File: src/rtl/sa_store_unit_pkg.sv
// Shared definitions for the store unit: store-size codes (the same encoding as
// the load trimmer's LW/LH/LB), beat FSM states and a buffered-store record.
package sa_store_unit_pkg;

  typedef enum logic [2:0] {
    ST_SW = 3'b000,
    ST_SH = 3'b001,
    ST_SB = 3'b010
  } st_ctl_e;

  localparam st_ctl_e LW = ST_SW;
  localparam st_ctl_e LH = ST_SH;
  localparam st_ctl_e LB = ST_SB;

  typedef enum logic [1:0] {
    IDLE  = 2'd0,
    BEAT0 = 2'd1,
    BEAT1 = 2'd2
  } state_e;

  typedef struct packed {
    logic [31:0] addr;
    logic [31:0] data;
    logic [2:0]  ctl;
  } st_entry_t;

  function automatic logic ctl_legal(input logic [2:0] c);
    return (c == ST_SW) || (c == ST_SH) || (c == ST_SB);
  endfunction

  // Unshifted byte-enable pattern for a store size; zero for illegal codes.
  function automatic logic [3:0] base_be(input logic [2:0] c);
    logic [3:0] be;
    be = 4'b0000;
    case (c)
      ST_SW:   be = 4'b1111;
      ST_SH:   be = 4'b0011;
      ST_SB:   be = 4'b0001;
      default: be = 4'b0000;
    endcase
    return be;
  endfunction

endpackage

File: src/rtl/sa_store_unit_if.sv
// Store-unit bus: EX store request, MA load-conflict probe and the data-memory
// write port. slave = the store unit, master = its surroundings.
interface sa_store_unit_if;
  logic        st_valid;
  logic        st_ready;
  logic [31:0] st_addr;
  logic [31:0] st_data;
  logic [2:0]  st_ctl;
  logic        st_err;
  logic [31:0] ld_addr;
  logic        ld_conflict;
  logic        mem_req;
  logic        mem_ack;
  logic [31:0] mem_addr;
  logic [31:0] mem_wdata;
  logic [3:0]  mem_be;
  logic        busy;

  modport slave (
    input  st_valid, st_addr, st_data, st_ctl, ld_addr, mem_ack,
    output st_ready, st_err, ld_conflict, mem_req, mem_addr, mem_wdata, mem_be, busy
  );

  modport master (
    output st_valid, st_addr, st_data, st_ctl, ld_addr, mem_ack,
    input  st_ready, st_err, ld_conflict, mem_req, mem_addr, mem_wdata, mem_be, busy
  );
endinterface

File: src/rtl/sa_store_lane.sv
// Combinational lane former: places a right-justified store onto the byte lanes
// of the (up to) two words it touches.
module sa_store_lane
  import sa_store_unit_pkg::*;
(
  input  logic [1:0]  off_i,
  input  logic [31:0] data_i,
  input  logic [2:0]  ctl_i,
  output logic [3:0]  be_lo_o,
  output logic [3:0]  be_hi_o,
  output logic [31:0] d_lo_o,
  output logic [31:0] d_hi_o,
  output logic        split_o,
  output logic        illegal_o
);

  logic [31:0] data_m;
  logic [7:0]  be8;
  logic [63:0] d64;

  always_comb begin
    data_m = 32'h0;
    case (ctl_i)
      ST_SW:   data_m = data_i;
      ST_SH:   data_m = {16'h0, data_i[15:0]};
      ST_SB:   data_m = {24'h0, data_i[7:0]};
      default: data_m = 32'h0;
    endcase
  end

  assign be8       = {4'b0000, base_be(ctl_i)} << off_i;
  assign d64       = {32'h0, data_m} << {off_i, 3'b000};
  assign be_lo_o   = be8[3:0];
  assign be_hi_o   = be8[7:4];
  assign d_lo_o    = d64[31:0];
  assign d_hi_o    = d64[63:32];
  assign split_o   = |be8[7:4];
  assign illegal_o = !ctl_legal(ctl_i);

endmodule

File: src/rtl/sa_store_unit.sv
// Store buffer plus beat sequencer driving a word-aligned data-memory write port;
// misaligned stores go out as two beats, and MA loads are checked for conflicts.
//
//  state | meaning
//  IDLE  | buffer empty, no write request
//  BEAT0 | head entry's first (lower) word on the memory port
//  BEAT1 | head entry's second word (split stores only)
module sa_store_unit
  import sa_store_unit_pkg::*;
#(
  parameter int DEPTH = 2
) (
  input  logic          clk_i,
  input  logic          rst_i,
  sa_store_unit_if.slave bus_io
);

  localparam int AW = $clog2(DEPTH);

  st_entry_t       buf_q [DEPTH];
  logic [AW:0]     wr_ptr_q, wr_ptr_d, rd_ptr_q, rd_ptr_d;
  logic [AW:0]     count, count_nxt;
  logic [AW-1:0]   rd_idx, wr_idx;
  state_e          state_q, state_d;
  logic            err_q;
  logic            full, accept, enq, pop;

  logic [3:0]      be_lo_a [DEPTH];
  logic [3:0]      be_hi_a [DEPTH];
  logic [31:0]     d_lo_a  [DEPTH];
  logic [31:0]     d_hi_a  [DEPTH];
  logic [DEPTH-1:0] split_a, hit_a, illegal_unused;
  logic [29:0]     ld_word, hd_word;
  logic            ld_off_unused;

  assign rd_idx = rd_ptr_q[AW-1:0];
  assign wr_idx = wr_ptr_q[AW-1:0];
  assign count  = wr_ptr_q - rd_ptr_q;
  assign full   = (wr_ptr_q[AW] != rd_ptr_q[AW]) && (wr_idx == rd_idx);

  // Readiness ignores a same-cycle pop so nothing bypasses a full buffer.
  assign accept = bus_io.st_valid && !full;
  assign enq    = accept && ctl_legal(bus_io.st_ctl);

  assign wr_ptr_d  = wr_ptr_q + (AW+1)'(enq);
  assign rd_ptr_d  = rd_ptr_q + (AW+1)'(pop);
  assign count_nxt = wr_ptr_d - rd_ptr_d;

  always_ff @(posedge clk_i or posedge rst_i) begin
    if (rst_i) begin
      wr_ptr_q <= '0;
      rd_ptr_q <= '0;
      state_q  <= IDLE;
      err_q    <= 1'b0;
      for (int i = 0; i < DEPTH; i++) buf_q[i] <= '0;
    end else begin
      wr_ptr_q <= wr_ptr_d;
      rd_ptr_q <= rd_ptr_d;
      state_q  <= state_d;
      err_q    <= accept && !ctl_legal(bus_io.st_ctl);
      if (enq) buf_q[wr_idx] <= '{addr: bus_io.st_addr, data: bus_io.st_data, ctl: bus_io.st_ctl};
    end
  end

  assign ld_word       = bus_io.ld_addr[31:2];
  assign ld_off_unused = ^bus_io.ld_addr[1:0];

  for (genvar g = 0; g < DEPTH; g++) begin : g_ent
    logic [AW-1:0] rel;
    logic [29:0]   word;
    logic          live, lo_done;

    sa_store_lane u_lane (
      .off_i    (buf_q[g].addr[1:0]),
      .data_i   (buf_q[g].data),
      .ctl_i    (buf_q[g].ctl),
      .be_lo_o  (be_lo_a[g]),
      .be_hi_o  (be_hi_a[g]),
      .d_lo_o   (d_lo_a[g]),
      .d_hi_o   (d_hi_a[g]),
      .split_o  (split_a[g]),
      .illegal_o(illegal_unused[g])
    );

    assign rel     = AW'(g) - rd_idx;
    assign live    = {1'b0, rel} < count;
    assign word    = buf_q[g].addr[31:2];
    // The head's lower word no longer conflicts once its first beat was acked.
    assign lo_done = (AW'(g) == rd_idx) && (state_q == BEAT1);
    assign hit_a[g] = live && (((word == ld_word) && !lo_done) ||
                               (split_a[g] && ((word + 30'd1) == ld_word)));
  end

  assign hd_word = buf_q[rd_idx].addr[31:2];

  always_comb begin
    state_d          = state_q;
    pop              = 1'b0;
    bus_io.mem_req   = 1'b0;
    bus_io.mem_addr  = 32'h0;
    bus_io.mem_wdata = 32'h0;
    bus_io.mem_be    = 4'b0000;
    case (state_q)
      IDLE: begin
        if (enq || (count != '0)) state_d = BEAT0;
      end
      BEAT0: begin
        bus_io.mem_req   = 1'b1;
        bus_io.mem_addr  = {hd_word, 2'b00};
        bus_io.mem_wdata = d_lo_a[rd_idx];
        bus_io.mem_be    = be_lo_a[rd_idx];
        if (bus_io.mem_ack) begin
          if (split_a[rd_idx]) begin
            state_d = BEAT1;
          end else begin
            pop     = 1'b1;
            state_d = (count_nxt != '0) ? BEAT0 : IDLE;
          end
        end
      end
      BEAT1: begin
        bus_io.mem_req   = 1'b1;
        bus_io.mem_addr  = {hd_word + 30'd1, 2'b00};
        bus_io.mem_wdata = d_hi_a[rd_idx];
        bus_io.mem_be    = be_hi_a[rd_idx];
        if (bus_io.mem_ack) begin
          pop     = 1'b1;
          state_d = (count_nxt != '0) ? BEAT0 : IDLE;
        end
      end
      default: state_d = IDLE;
    endcase
  end

  assign bus_io.st_ready    = !full;
  assign bus_io.st_err      = err_q;
  assign bus_io.ld_conflict = |hit_a;
  assign bus_io.busy        = (count != '0) || (state_q != IDLE);

endmodule

File: src/flat_wrapper.sv
// flat-port wrapper written by rule: the top's interface ports become plain ports
module sa_store_unit_flat import sa_store_unit_pkg::*;
#(
  parameter int DEPTH = 2
)
  (clk_i, rst_i, bus_io_st_valid, bus_io_st_addr, bus_io_st_data, bus_io_st_ctl, bus_io_ld_addr, bus_io_mem_ack, bus_io_st_ready, bus_io_st_err, bus_io_ld_conflict, bus_io_mem_req, bus_io_mem_addr, bus_io_mem_wdata, bus_io_mem_be, bus_io_busy);
  sa_store_unit_if bus_io_i ();
  input  logic clk_i;
  input  logic rst_i;
  input wire logic [$bits(bus_io_i.st_valid)-1:0] bus_io_st_valid;
  input wire logic [$bits(bus_io_i.st_addr)-1:0] bus_io_st_addr;
  input wire logic [$bits(bus_io_i.st_data)-1:0] bus_io_st_data;
  input wire logic [$bits(bus_io_i.st_ctl)-1:0] bus_io_st_ctl;
  input wire logic [$bits(bus_io_i.ld_addr)-1:0] bus_io_ld_addr;
  input wire logic [$bits(bus_io_i.mem_ack)-1:0] bus_io_mem_ack;
  output wire logic [$bits(bus_io_i.st_ready)-1:0] bus_io_st_ready;
  output wire logic [$bits(bus_io_i.st_err)-1:0] bus_io_st_err;
  output wire logic [$bits(bus_io_i.ld_conflict)-1:0] bus_io_ld_conflict;
  output wire logic [$bits(bus_io_i.mem_req)-1:0] bus_io_mem_req;
  output wire logic [$bits(bus_io_i.mem_addr)-1:0] bus_io_mem_addr;
  output wire logic [$bits(bus_io_i.mem_wdata)-1:0] bus_io_mem_wdata;
  output wire logic [$bits(bus_io_i.mem_be)-1:0] bus_io_mem_be;
  output wire logic [$bits(bus_io_i.busy)-1:0] bus_io_busy;
  assign bus_io_i.st_valid = bus_io_st_valid;
  assign bus_io_i.st_addr = bus_io_st_addr;
  assign bus_io_i.st_data = bus_io_st_data;
  assign bus_io_i.st_ctl = bus_io_st_ctl;
  assign bus_io_i.ld_addr = bus_io_ld_addr;
  assign bus_io_i.mem_ack = bus_io_mem_ack;
  assign bus_io_st_ready = bus_io_i.st_ready;
  assign bus_io_st_err = bus_io_i.st_err;
  assign bus_io_ld_conflict = bus_io_i.ld_conflict;
  assign bus_io_mem_req = bus_io_i.mem_req;
  assign bus_io_mem_addr = bus_io_i.mem_addr;
  assign bus_io_mem_wdata = bus_io_i.mem_wdata;
  assign bus_io_mem_be = bus_io_i.mem_be;
  assign bus_io_busy = bus_io_i.busy;
  sa_store_unit #(.DEPTH(DEPTH)) u_core (.clk_i(clk_i), .rst_i(rst_i), .bus_io(bus_io_i));
endmodule
File: config.mk
export PLATFORM = sky130hd
export DESIGN_NAME = sa_store_unit_flat
export DESIGN_NICKNAME = d
export VERILOG_FILES = /design/src/rtl/sa_store_unit_pkg.sv /design/src/rtl/sa_store_unit_if.sv /design/src/rtl/sa_store_lane.sv /design/src/rtl/sa_store_unit.sv /design/src/flat_wrapper.sv
export SDC_FILE = /design/constraint.sdc
export NUM_CORES = 1
export LEC_CHECK = 0
export CORE_ASPECT_RATIO = 1.5
export CORE_MARGIN = 2
export CORE_UTILIZATION = 60
export DETAILED_ROUTE_END_ITERATION = 10
export PLACE_DENSITY = 0.88
export SYNTH_ARGS = -nofsm -noshare
export SYNTH_HDL_FRONTEND = slang
export SYNTH_SLANG_ARGS = --single-unit
File: constraint.sdc
create_clock -name clk_i -period 9.4 [get_ports clk_i]
set_input_delay 2.35 -clock clk_i [delete_from_list [all_inputs] [get_ports clk_i]]
set_output_delay 2.35 -clock clk_i [all_outputs]
set_load 0.005 [all_outputs]
==> flow_results.org <==
** Worst setup path
- CP Max Fanout :: 5
- Worst Path Required :: 7050 ps
- Reg2Reg Depth :: 11
- Cell Chain, Critical Path :: clkdlybuf4s50_1, xnor2_1, xnor2_1, nor4_1, a211oi_1, nor3_1, nor4b_1, a41o_1, a31o_1, clkdlybuf4s50_1
- Worst path depth :: 10
- Signal arrival time at the worst endpoint :: between 5000 and 6000 ps
- The worst setup path is launched from a primary input.
- The worst setup path is of the in2out kind.
- Maximum cell stage delay along the critical path :: 950 ps
- FF-to-FF Start :: u_core.rd_ptr_q[0]
- The most critical setup path has its startpoint at bus_io_ld_addr[10].
- Worst flop-to-flop path endpoint :: u_core.state_q[0]
- Worst setup endpoint :: bus_io_ld_conflict
- Endpoint type of the worst setup path :: output port
- The cell family contributing the most delay on the critical path is compound AO/OA/AOI/OAI gates.
- Crit path max-delay cell type :: a211oi_1
- Count of buffering cells on the critical path with inverters included :: 2
- The worst register-to-register path has a setup slack of 4870 ps.

** Timing
- Number of pins with negative max-slew slack in the final report :: 0
- The number of failing hold endpoints at the final stage is 0.
- Tightest Pin Transition :: ~1200 ps
- Unrepaired setup endpoints after global routing :: false
- After routing, the total negative slack on setup checks comes to 0 ps.
- The routed design could run at a clock period as short as ~8000 ps.
- In this run the tightest slew margin relative to its limit is 0.194.
- Clock skew on the completed layout was measured at about 9.1 ps.
- Final worst path period share :: 0.853
- Based on the critical path, the design can be clocked at up to around 120 MHz.
- Setup-failing EPs final :: 0

** Yosys
- In the synthesized netlist, the number of instances is approximately 1,300.
- Number of flops mapped to enable cells by yosys :: 0
- Parity-gate share of the synthesized area counting xor and xnor cells :: 0.0896
- The compound-gate portion of the synthesized area was 0.160.
- Multiplexer share of the synthesized area :: 0.186
- Most used DFF post-synth :: dfrtp_1
- Of all flip-flops after synthesis, the portion carrying an async set or reset was 1.00.
- Main combinational cell family by area after synthesis :: simple AND/OR/NAND/NOR gates
- Yosys warnings :: 0
- The netlist uses 81 different library cells.
- FF+latch count, synth :: ~140
- Adder-cell share of the synthesized area :: 0.0150
- For this run, the register share of the synthesized area comes to 0.306.
- Netlist Area Pre-Place :: ~0.012 mm2
- Fraction of the mapped netlist area in simple logic gates :: 0.191
- The average instance in the mapped netlist occupies between 9 and 10 um2.

** Final layout
- Of the cells placed in the final design, the portion with a size suffix greater than 1 is 0.168.
- For this run, the share of the core covered by cells in the final layout is 0.727.
- # diodes :: 0
- Most used cells in the layout excluding fill and tap cells :: clkdlybuf4s50_1 (171), mux2_2 (152), dfrtp_1 (140)
- The library cell used most frequently in the layout, excluding fill and tap cells, is clkdlybuf4s50_1.
- For this run, the post-layout net count is 1,478.
- Compared with the post-synthesis result, the final layout area differs by 19.7%.

** Worst hold path
- In this run the most critical hold path is launched from u_core.buf_q[86].
- HP Class :: reg2reg

** Placement
- During placement, the flow inserted port buffers numbering roughly 170.
- Post-DP HPWL :: ~29,000 um
- Placer congestion estimate :: 0.986

** Die
- Number of cell rows :: 62
- Effective utilization at floorplan :: 0.607
- Placeable core area :: roughly 0.019 mm2
- Vertical die dimension :: between 150 and 200 um
- 176 I/O pins were placed.
- The die is 117 um wide.
- Area enclosed by the die boundary :: 0.0204 mm2

** GRT
- The initial antenna violation count came to 0.
- The total overflow left after global routing is 0.
- The first global-routing pass estimated around 63,000 um of wire.
- Tot GR Track Use :: 0.406
- The number of global-route vias before repair came to between 10,000 and 15,000.
- Maximum number of pins on one net before global-route repair :: 88

** Detailed routing
- The pre-antenna-repair detailed-routing pass consisted of 9 iterations.
- In this run the remaining antenna-violating nets after routing total 0.
- After detailed routing, the average wire length per cell comes to 25.2 um.
- Number of vias after detailed routing :: 11,200
- After the first detailed-routing iteration, the DRC count stood at between 1,000 and 1,500.
- After detailed routing, the number of vias per cell comes to a little under 7.
- After detailed routing, the number of remaining DRC violations is 0.
- Routed wire length :: 41,100 um

** Clock tree
- Clock Path Buffers :: 2
- Number of buffers inserted by hold repair at cts :: 0
- Number of post-CTS setup repair buffers :: 0
- The clock tree synthesis step divided the H-tree into 4 levels.
- Resized Gates After CTS :: 0
- Clock buffers created by TritonCTS :: 17
- The root buffer cell chosen for the clock tree is clkbuf_16.
- Counting every sink on the clock net gives ~140.
- Clock latency on the worst-skew pair, taken at its later pin, is 440 ps.
- Reg clk slew, reported paths :: 60 ps
- CTS tree :: built

** Power
- The analysis attributes to cell leakage a power of 0.00524 uW.
- The worst-case IR drop observed on VDD is about 0.00021 V.
- For this design the ratio of total power to cell area is between 300 and 400 mW/mm2.

** Status
- The flow ran to the end, and the final reports show no timing, DRC or antenna violations.

** Run
- # Max-Cap Violations :: 0
## state kept, by name, summed over array words and instances, names as in the netlist
name / cells
u_core.bus_io.st_err: 1
u_core.buf_q: 134
u_core.state_q: 2
u_core.rd_ptr_q: 2
u_core.wr_ptr_q: 2
## final cells by class
cell class / count / area, um2
well taps: 256 / 320
clock inverters: 9 / 109
fillers: 1470 / 5190
inverters: 28 / 110
flip-flops and latches: 141 / 3530
multi-input cells: 988 / 7430
repair buffers: 186 / 1820
clock buffers: 23 / 488
## cells in the mapped netlist, drive strengths merged, types with 4 or more instances
cell	instances	area (um2)
a21o	5	37.5
o31ai	7	52.6
dfrtp	141	3530
a22oi	25	206
and2	19	119
and4	6	52.6
xor2	61	534
nor3	26	130
o22ai	17	106
a32oi	8	70.1
a22o	15	131
ha	13	163
a222oi	16	160
o2111ai	5	43.8
nor2b	21	131
nand4	26	169
nor2	84	318
mux2i	43	434
o21ai	49	245
inv	28	105
nand3b	6	70.1
xnor2	57	499
or4	7	52.6
a211oi	5	50.1
nand4b	4	41.3
and3	9	56.3
a221oi	16	140
nand2b	4	25.0
a31oi	18	113
nor4b	4	35.0
o211ai	5	37.5
a21oi	50	250
nor4	18	146
mux2	152	1710
buf	28	178
nand2	78	293
clkbuf	82	312
nor3b	22	170
nand3	38	218
or3	9	66.3
or2	6	40.0
## cells by family (layout without fill, tap and decap cells)
logic type               Yosys count  after routing
flip-flops                       141            141
other                              1              2
AND/OR/NAND/NOR                  395            395
buffers and inverters            138            246
adder cells (fa/ha/maj)           14             14
multiplexers                     195            195
AO/OA/AOI/OAI                    264            264
XOR/XNOR                         118            118
## worst reg2reg max path, stage by stage, from the launching register on
cell,delay (ps)
dfrtp_4,760
inv_1,480
ha_1,450
nand2b_1,160
and3_1,290
ha_2,850
buf_4,620
xor2_1,290
xnor2_1,110
a21oi_1,150
nor2_1,70
o31ai_1,200
## worst min path at each step
stage | end | slack [ps] | cells after the start
2_1_floorplan | u_core.buf_q[86] | 490 | 1
3_3_place_gp | u_core.buf_q[93] | 500 | 1
3_5_place_dp | u_core.buf_q[86] | 510 | 1
4_1_cts | u_core.buf_q[86] | 530 | 1
5_1_grt | u_core.buf_q[20] | 550 | 1
6_report | u_core.buf_q[86] | 530 | 1
## layer usage
| metal | vias to the layer above | wire length, um | track usage |
|---|---|---|---|
| met5 | - | 0 | 0 |
| met4 | 0 | 2980 | 0.272 |
| met3 | 205 | 3580 | 0.0853 |
| met2 | 697 | 20400 | 0.677 |
| met1 | 5444 | 14200 | 0.454 |
| li1 | 4860 | - | - |
## where the power goes
| part | internal [uW] | total, uW | switching (uW) |
|---|---|---|---|
| registers | 913 | 1510 | 600 |
| clock network | 419 | 696 | 276 |
| logic | 1230 | 2640 | 1410 |
## per-stage QoR
| stage | area, um2 | std cells | total power [uW] | hold WS, ps | worst slack [ps] |
|---|---|---|---|---|---|
| final | 13800 | 1631 | 4850 | 529 | 1380 |
| after global routing | 13800 | 1631 | 5090 | 553 | 1260 |
| after CTS | 13800 | 1631 | 4770 | 526 | 1590 |
| after detailed placement | 13200 | 1599 | 4060 | 511 | 1610 |
| after global placement | 13200 | 1599 | 3970 | 504 | 1620 |
| after floorplan | 11500 | 1267 | 3150 | 489 | 2890 |
Power figures use the tool's default switching activity.
